### src/rtl/sprite_color_mapper.sv
// Two-stage colour mapper: rectangle hit test against frame-latched object
// registers, then fixed-priority resolution to RGB over a state background.
module sprite_color_mapper #(
    parameter int          N_OBJ        = 4,
    parameter int          COORD_W      = 10,
    parameter int          BLINK_FRAMES = 8,
    parameter logic [23:0] BG_PLAY      = 24'h000000,
    parameter logic [23:0] BG_MENU      = 24'h202080,
    parameter logic [23:0] BG_OVER      = 24'h400000
) (
    input  logic                       Clk,
    input  logic                       Reset,
    input  logic                       pixel_en,
    input  logic                       frame_start,
    input  logic [COORD_W-1:0]         DrawX,
    input  logic [COORD_W-1:0]         DrawY,
    input  logic [N_OBJ*COORD_W-1:0]   obj_x,
    input  logic [N_OBJ*COORD_W-1:0]   obj_y,
    input  logic [N_OBJ*COORD_W-1:0]   obj_size,
    input  logic [N_OBJ*24-1:0]        obj_color,
    input  logic [N_OBJ-1:0]           obj_en,
    input  logic [2:0]                 outstate,
    output logic [7:0]                 Red,
    output logic [7:0]                 Green,
    output logic [7:0]                 Blue,
    output logic                       hit_valid,
    output logic [$clog2(N_OBJ)-1:0]   hit_id
);

    localparam int ID_W  = $clog2(N_OBJ);
    localparam int CNT_W = $clog2(2 * BLINK_FRAMES);

    logic [N_OBJ*COORD_W-1:0] sh_x, sh_y, sh_size;
    logic [N_OBJ*24-1:0]      sh_color;
    logic [N_OBJ-1:0]         sh_en;
    logic [2:0]               sh_state;
    logic [CNT_W-1:0]         frame_cnt;
    logic                     blink_off;

    // Shadow registers swap only at frame start so objects never tear mid-frame.
    always_ff @(posedge Clk or negedge Reset) begin
        if (!Reset) begin
            sh_x      <= '0;
            sh_y      <= '0;
            sh_size   <= '0;
            sh_color  <= '0;
            sh_en     <= '0;
            sh_state  <= '0;
            frame_cnt <= '0;
        end else if (frame_start) begin
            sh_x     <= obj_x;
            sh_y     <= obj_y;
            sh_size  <= obj_size;
            sh_color <= obj_color;
            sh_en    <= obj_en;
            sh_state <= outstate;
            if (frame_cnt == CNT_W'(2 * BLINK_FRAMES - 1))
                frame_cnt <= '0;
            else
                frame_cnt <= frame_cnt + 1'b1;
        end
    end

    assign blink_off = (frame_cnt >= CNT_W'(BLINK_FRAMES));

    function automatic logic [COORD_W-1:0] lo_bound(input logic [COORD_W-1:0] c,
                                                    input logic [COORD_W-1:0] s);
        logic [COORD_W:0] d;
        d = {1'b0, c} - {1'b0, s};
        return d[COORD_W] ? '0 : d[COORD_W-1:0];
    endfunction

    function automatic logic [COORD_W-1:0] hi_bound(input logic [COORD_W-1:0] c,
                                                    input logic [COORD_W-1:0] s);
        logic [COORD_W:0] d;
        d = {1'b0, c} + {1'b0, s};
        return d[COORD_W] ? '1 : d[COORD_W-1:0];
    endfunction

    logic [N_OBJ-1:0] in_box_d;

    always_comb begin
        in_box_d = '0;
        for (int i = 0; i < N_OBJ; i++) begin
            in_box_d[i] = sh_en[i]
                && (DrawX >= lo_bound(sh_x[i*COORD_W +: COORD_W], sh_size[i*COORD_W +: COORD_W]))
                && (DrawX <= hi_bound(sh_x[i*COORD_W +: COORD_W], sh_size[i*COORD_W +: COORD_W]))
                && (DrawY >= lo_bound(sh_y[i*COORD_W +: COORD_W], sh_size[i*COORD_W +: COORD_W]))
                && (DrawY <= hi_bound(sh_y[i*COORD_W +: COORD_W], sh_size[i*COORD_W +: COORD_W]));
        end
        if (sh_state == 3'd0)
            in_box_d = '0;
        else if (sh_state == 3'd2 && blink_off)
            in_box_d[0] = 1'b0;
    end

    // pixel_en is a plain advance enable: every register in the pipe holds while it is low.
    logic             s1_valid;
    logic [N_OBJ-1:0] s1_box;
    logic [2:0]       s1_state;

    always_ff @(posedge Clk or negedge Reset) begin
        if (!Reset) begin
            s1_valid <= 1'b0;
            s1_box   <= '0;
            s1_state <= '0;
        end else if (pixel_en) begin
            s1_valid <= 1'b1;
            s1_box   <= in_box_d;
            s1_state <= sh_state;
        end
    end

    logic            hit_n;
    logic [ID_W-1:0] id_n;
    logic [23:0]     rgb_n;

    always_comb begin
        hit_n = |s1_box;
        id_n  = '0;
        case (s1_state)
            3'd0:    rgb_n = BG_MENU;
            3'd2:    rgb_n = BG_OVER;
            default: rgb_n = BG_PLAY;
        endcase
        // Scan downwards so the lowest set index is the last assignment and wins.
        for (int i = N_OBJ - 1; i >= 0; i--) begin
            if (s1_box[i]) begin
                id_n  = ID_W'(i);
                rgb_n = sh_color[i*24 +: 24];
            end
        end
    end

    always_ff @(posedge Clk or negedge Reset) begin
        if (!Reset) begin
            Red       <= '0;
            Green     <= '0;
            Blue      <= '0;
            hit_valid <= 1'b0;
            hit_id    <= '0;
        end else if (pixel_en) begin
            if (s1_valid) begin
                {Red, Green, Blue} <= rgb_n;
                hit_valid          <= hit_n;
                hit_id             <= id_n;
            end else begin
                {Red, Green, Blue} <= '0;
                hit_valid          <= 1'b0;
                hit_id             <= '0;
            end
        end
    end

endmodule
### config.mk
export PLATFORM = sky130hd
export DESIGN_NAME = sprite_color_mapper
export DESIGN_NICKNAME = d
export VERILOG_FILES = /design/src/rtl/sprite_color_mapper.sv
export SDC_FILE = /design/constraint.sdc
export NUM_CORES = 1
export LEC_CHECK = 0
export CAP_MARGIN = 20
export CORE_MARGIN = 2
export CORE_UTILIZATION = 37
export CTS_CLUSTER_DIAMETER = 200
export DETAILED_ROUTE_END_ITERATION = 16
export PLACE_DENSITY = 0.57
export SLEW_MARGIN = 10
export SYNTH_ARGS = -nofsm -noshare
export SYNTH_HDL_FRONTEND = slang
export SYNTH_SLANG_ARGS = --single-unit
### constraint.sdc
create_clock -name Clk -period 4 [get_ports Clk]
set_input_delay 0.8 -clock Clk [delete_from_list [all_inputs] [get_ports Clk]]
set_output_delay 0.8 -clock Clk [all_outputs]
set_load 0.03 [all_outputs]
---- Word level (Yosys, flattened, before mapping) ----
Cells that the tools add are included.
cells by class
  add/sub/neg operators ................... 17
  $lt $le $gt $ge ......................... 17
  eq/ne operators ......................... 3
  multiplexer cells ....................... 34
  reductions and logical operators ........ 20
operators with widths
  kind                                                             number
  10-bit 2-to-1 mux                                                16
  24-bit 2-to-1 mux                                                4
  10-bit by 10-bit adder with 11-bit output                        8
  10-bit by 10-bit subtractor with 11-bit output                   8
  10-bit >= comparator                                             8
  10-bit <= comparator                                             8
  23-bit one-hot mux with 2 select lines                           1
  8-bit 2-to-1 mux                                                 3
  1-bit logical AND                                                17
  2-bit 2-to-1 mux                                                 5
  3-bit by 2-bit == test with 1-bit output, second input constant  2
  3-bit zero test                                                  2
  4-bit by 1-bit adder with 4-bit output, second input constant    1
  4-bit == test, second input constant                             1
  4-bit >= comparator, second input constant                       1
  4-bit 2-to-1 mux                                                 1
  4-bit OR reduction                                               1
  1-bit 2-to-1 mux                                                 3
  3-bit 2-to-1 mux                                                 1
word-level totals
  register bits after elaboration ......... 262
  input port bits ......................... 247
  output and inout bits ................... 27

---- Logic depth before layout (Yosys ltp) ----
  depth after elaboration ................. 9
  gate-level depth with buffers ........... 18
  mapped depth without buffers ............ 17

---- Worst setup path before layout ----
No wires, ideal clock.
  path kind ............................... reg2reg
  start point ............................. reg sh_size[11]
  end point ............................... reg s1_box[1]
  data arrival time ....................... 3.524 ns
  setup slack ............................. 0.366 ns
  cell stages (with the launch flop) ...... 16
  clock period less this slack ............ 3.634 ns
  path through ............................ dfrtp_1 -> inv_1 -> fa_1 -> o21bai_2 -> a21oi_2 -> o21bai_1 -> a221o_1 -> o41a_1 -> buf_6 -> nor3_2 -> ha_1 -> and3_1 -> a221o_1 -> a2111oi_0 -> nor3_1 -> o41ai_1
between the ends
  cells in the longest elaborated chain, start to end .. 8
  elaborated cells on any way between the ends .. 17
ends and longest elaborated chain
  what                                            RTL line  source
  from (decl)                                     33        logic [N_OBJ*COORD_W-1:0] sh_x, sh_y, sh_size;
  from (signal assigned)                          53        sh_size <= obj_size;
  10-bit by 10-bit subtractor with 11-bit output  69        d = {1'b0, c} - {1'b0, s};
  10-bit 2-to-1 mux                               70        return d[COORD_W] ? '0 : d[COORD_W-1:0];
  10-bit >= comparator                            86        && (DrawX >= lo_bound(sh_x[i*COORD_W +: COORD_W], sh_size[i*COORD_W +: COORD_W]))
  1-bit logical AND                               86
  1-bit logical AND                               87        && (DrawX <= hi_bound(sh_x[i*COORD_W +: COORD_W], sh_size[i*COORD_W +: COORD_W]))
  1-bit logical AND                               88        && (DrawY >= lo_bound(sh_y[i*COORD_W +: COORD_W], sh_size[i*COORD_W +: COORD_W]))
  1-bit logical AND *                             89        && (DrawY <= hi_bound(sh_y[i*COORD_W +: COORD_W], sh_size[i*COORD_W +: COORD_W]));
  3-bit 2-to-1 mux *                              91        if (sh_state == 3'd0)
  to (signal assigned)                            109       s1_box <= in_box_d;
  to (decl)                                       99        logic [N_OBJ-1:0] s1_box;
Every way passes the cells marked *; elsewhere a longest branch is shown, timed or not.
A chain may end at the register's enable or synchronous reset.

---- Final worst setup path ----
  start point ............................. reg sh_size[10]
  end point ............................... reg s1_box[1]
The elaborated chain is that of the path after synthesis.

==> results.md <==
- Critical R2R Launch: sh_size[10]$_DFFE_PN0P_
- Core Rows: 87
- #FFs+latches synth: 262
- EDFF count, synth: 0
- Post-synth top cells: ha_1 (322), dfrtp_1 (262), mux2_2 (175), a21oi_1 (171), inv_1 (166)
- Core area: 56,600 um^2
- Clock tree root driver cell: clkbuf_16
- Max-cap violations: 0
- Slowest cell on crit path: fa_1
- Area grow syn2layout: 24.1%
- Post-synthesis cell area: 21,300 um^2
- Routability cong.: roughly 0.9
- Seq/Total Area, Yosys: a little under a third
- Vias: 18.1k
- Period Utilization, post-route: 96.3%
- Synth top area cells: dfrtp_1 (31%), ha_1 (19%), mux2_2 (9.3%)
- Initial antenna violation count: 9
- TritonCTS clock tree: done
- Global Route Usage Sum: around 22%
- Iteration-0 DRC Markers: 941
- Final worst slack: approximately 0.15 ns
- Placed inst area: 25,200 um^2
- Run status: complete, no violations
- CP cell instances: buf_4 -> ha_1 -> inv_1 -> fa_1 -> a21o_1 -> a21oi_1 -> o21ai_1 -> a31o_2 -> a31o_2 -> and2_1 -> ha_1 -> nand2b_1 -> a21o_1 -> a21oi_1 -> o21ai_1 -> a21oi_2 -> o41ai_2
- Critical path buffers and inverters: 2
- DR pass1 iterations: 5
- Hold_ws: 0.223 ns
- Dpl ws: -0.0322 ns
- Share of cells above drive strength 1: 14.1%
- Critical path data required time: 4.42 ns
- Clk slew on worst S/H paths: 0.06 ns
- Leak: between 10 and 15 nW
- Pwr dens: between 400 and 500 nW/um^2
- Critical Path Sink Type: flip-flop
- Grt ovf: 0
- Avg Cell Area, Syn: 9.30 um^2
- Die height: approximately 240 um
- Cell Count, Final, Fillers Out: roughly 3.4k
- Mapped Cells: 2,290
- Distinct cells, synth: 72
- Synth area leader: dfrtp_1
- Reg2reg setup slack: 0.15 ns
- Vias per cell: 5.40
- Yosys warns: 0
- Crit path arrival time: approximately 4.3 ns
- Largest net degree at the start of global routing: ~90
- Reg-to-Reg End: s1_box[1]$_DFFE_PN0P_
- Total Die Area: 59,500 um^2
- Worst slew margin: 29.2%
- Hpwl dp: 51.8 mm
- Fin nets: 3,157
- R2R cell count: 17
- Top delay family on crit path: compound AO/OA/AOI/OAI gates
- Initial core utilization: 37.6%
- Worst IR drop on VDD: 300 uV
- Placed insts: between 3k and 4k
- Post-synth top area share: 30.8%
- First-pass GRT wire length: 105 mm
- Fmax: around 260 MHz
- Worst Clk Skew: around 0.013 ns
- Hold Vio Cnt, Final: 0
- Syn_nets: about 2.9k
- Startpoint Class: flip-flop
- Drt drc: 0
- Most numerous cell in the Yosys netlist: ha_1
- CP Class: flip-flop to flip-flop
- DRT Wirelength: 67.0 mm
- Unrepaired setup endpoints after global routing: true
- Ys flop type: dfrtp_1
- Crit-path max FO: 9
- Clock latency at the later pin of the worst-skew pair: 0.56 ns
- Port Buffers: 273
- Die Span X: between 200 and 250 um
- CP peak stage delay: 0.41 ns
- CTS Buffer Depth: 3
- Ys async rst share: 100%
- Max-slew violations: 0
- CTS sink count: around 260
- Final instance area: 26,400 um^2
- Vias in the first global route: 18.8k
- Wire per inst: 20.0 um
- CTS Hold Buffers Added: 0
- # setup viols final: 0
- Worst Tran Pin Value: around 1.1 ns
- Number of buffers created by CTS: 35
- I/O pins: 274
- Hold/Removal Path Class: input port to async pin
- Post-route minimum period: 3.85 ns
- Htree depth: 2
- Detail Route Antenna Nets: 0
## power by group
group	switching (mW)	total [mW]	leakage, nW	internal (mW)
Clock	1.30	3.13	0.532	1.84
Combinational	2.93	5.29	8.12	2.36
Sequential	0.335	3.36	3.13	3.02
Total	4.56	11.8	11.8	7.22
## routing by layer
layer / vias to the layer above / part of all wire [%] / GRT usage, %
li1: 8779 / - / -
met1: 8837 / 45 / 29.3
met2: 384 / 46 / 36.6
met3: 84 / 7.0 / 6.23
met4: 14 / 2.0 / 4.97
met5: - / 0.15 / 0
## sequential cells by signal, summed over array words and instances (netlist names), 3 cells and up
register,count
sh_y,40
sh_state,3
sh_x,40
Green,8
frame_cnt,4
Red,8
sh_en,4
sh_color,96
sh_size,40
Blue,8
s1_state,3
s1_box,4
## worst max-delay path by stage
stage | from | to | depth (start not counted)
3_5_place_dp | sh_size[30]$_DFFE_PN0P_ | s1_box[3]$_DFFE_PN0P_ | 16
4_1_cts | sh_size[10]$_DFFE_PN0P_ | s1_box[1]$_DFFE_PN0P_ | 17
6_report | sh_size[10]$_DFFE_PN0P_ | s1_box[1]$_DFFE_PN0P_ | 17
5_1_grt | sh_size[10]$_DFFE_PN0P_ | s1_box[1]$_DFFE_PN0P_ | 18
2_1_floorplan | sh_size[11]$_DFFE_PN0P_ | s1_box[1]$_DFFE_PN0P_ | 15
3_3_place_gp | sh_size[30]$_DFFE_PN0P_ | s1_box[3]$_DFFE_PN0P_ | 16
## cells by family after synthesis
group	synth area share [%]
AND/OR/NAND/NOR	12.9
adder cells (fa/ha/maj)	20.4
flip-flops	30.8
buffers and inverters	4.82
AO/OA/AOI/OAI	18.0
XOR/XNOR	3.33
multiplexers	9.72
## cell usage in the layout, fill, tap and decap left out, drive strengths merged, types with 7 or more instances in the layout
cell,Yosys,routed
a211oi,32,32
a21boi,7,7
a21o,51,51
a21oi,173,173
a221oi,24,24
a31o,13,13
a31oi,14,14
and2,9,9
and3,19,19
buf,7,77
clkbuf,96,48
clkdlybuf4s50,0,271
dfrtp,262,262
fa,16,16
ha,322,322
inv,166,168
mux2,175,175
mux2i,10,10
nand2,164,164
nand2b,23,23
nand3,39,39
nand4,34,34
nor2,113,113
nor2b,47,47
nor3,65,65
o211ai,11,11
o21a,10,10
o21ai,141,141
o21bai,19,19
o2bb2ai,22,22
o31ai,8,8
o41ai,15,15
or2,13,13
or3,19,19
xnor2,44,44
xor2,37,37
## what timing repair did
item                                    in CTS  in global routing
resized for setup                            2                 32
endpoints found under the setup margin       2                  4
pin swaps                                    1                  9
buffers inserted                             3                  5
## through the flow
step / utilization [%] / total power [mW] / setup TNS [ns]
after floorplan: - / 6.79 / 0
after global placement: 44.4 / 8.47 / -0.0468
after detailed placement: 44.4 / 8.60 / -0.0322
after CTS: 46.5 / 11.8 / 0
after global routing: 46.7 / 12.7 / -0.0811
final: 46.7 / 11.8 / 0
## area by class of cell
cell class	count	area, um^2
tap	756	946
antenna	2	5.00
inverter	167	631
clock inverter	12	156
clock buffer	48	965
multi-input combinational	1758	13800
sequential	262	6560
fill	5412	30200
timing repair buffer	348	3360
Note: power is estimated with default switching activity, not from simulation.
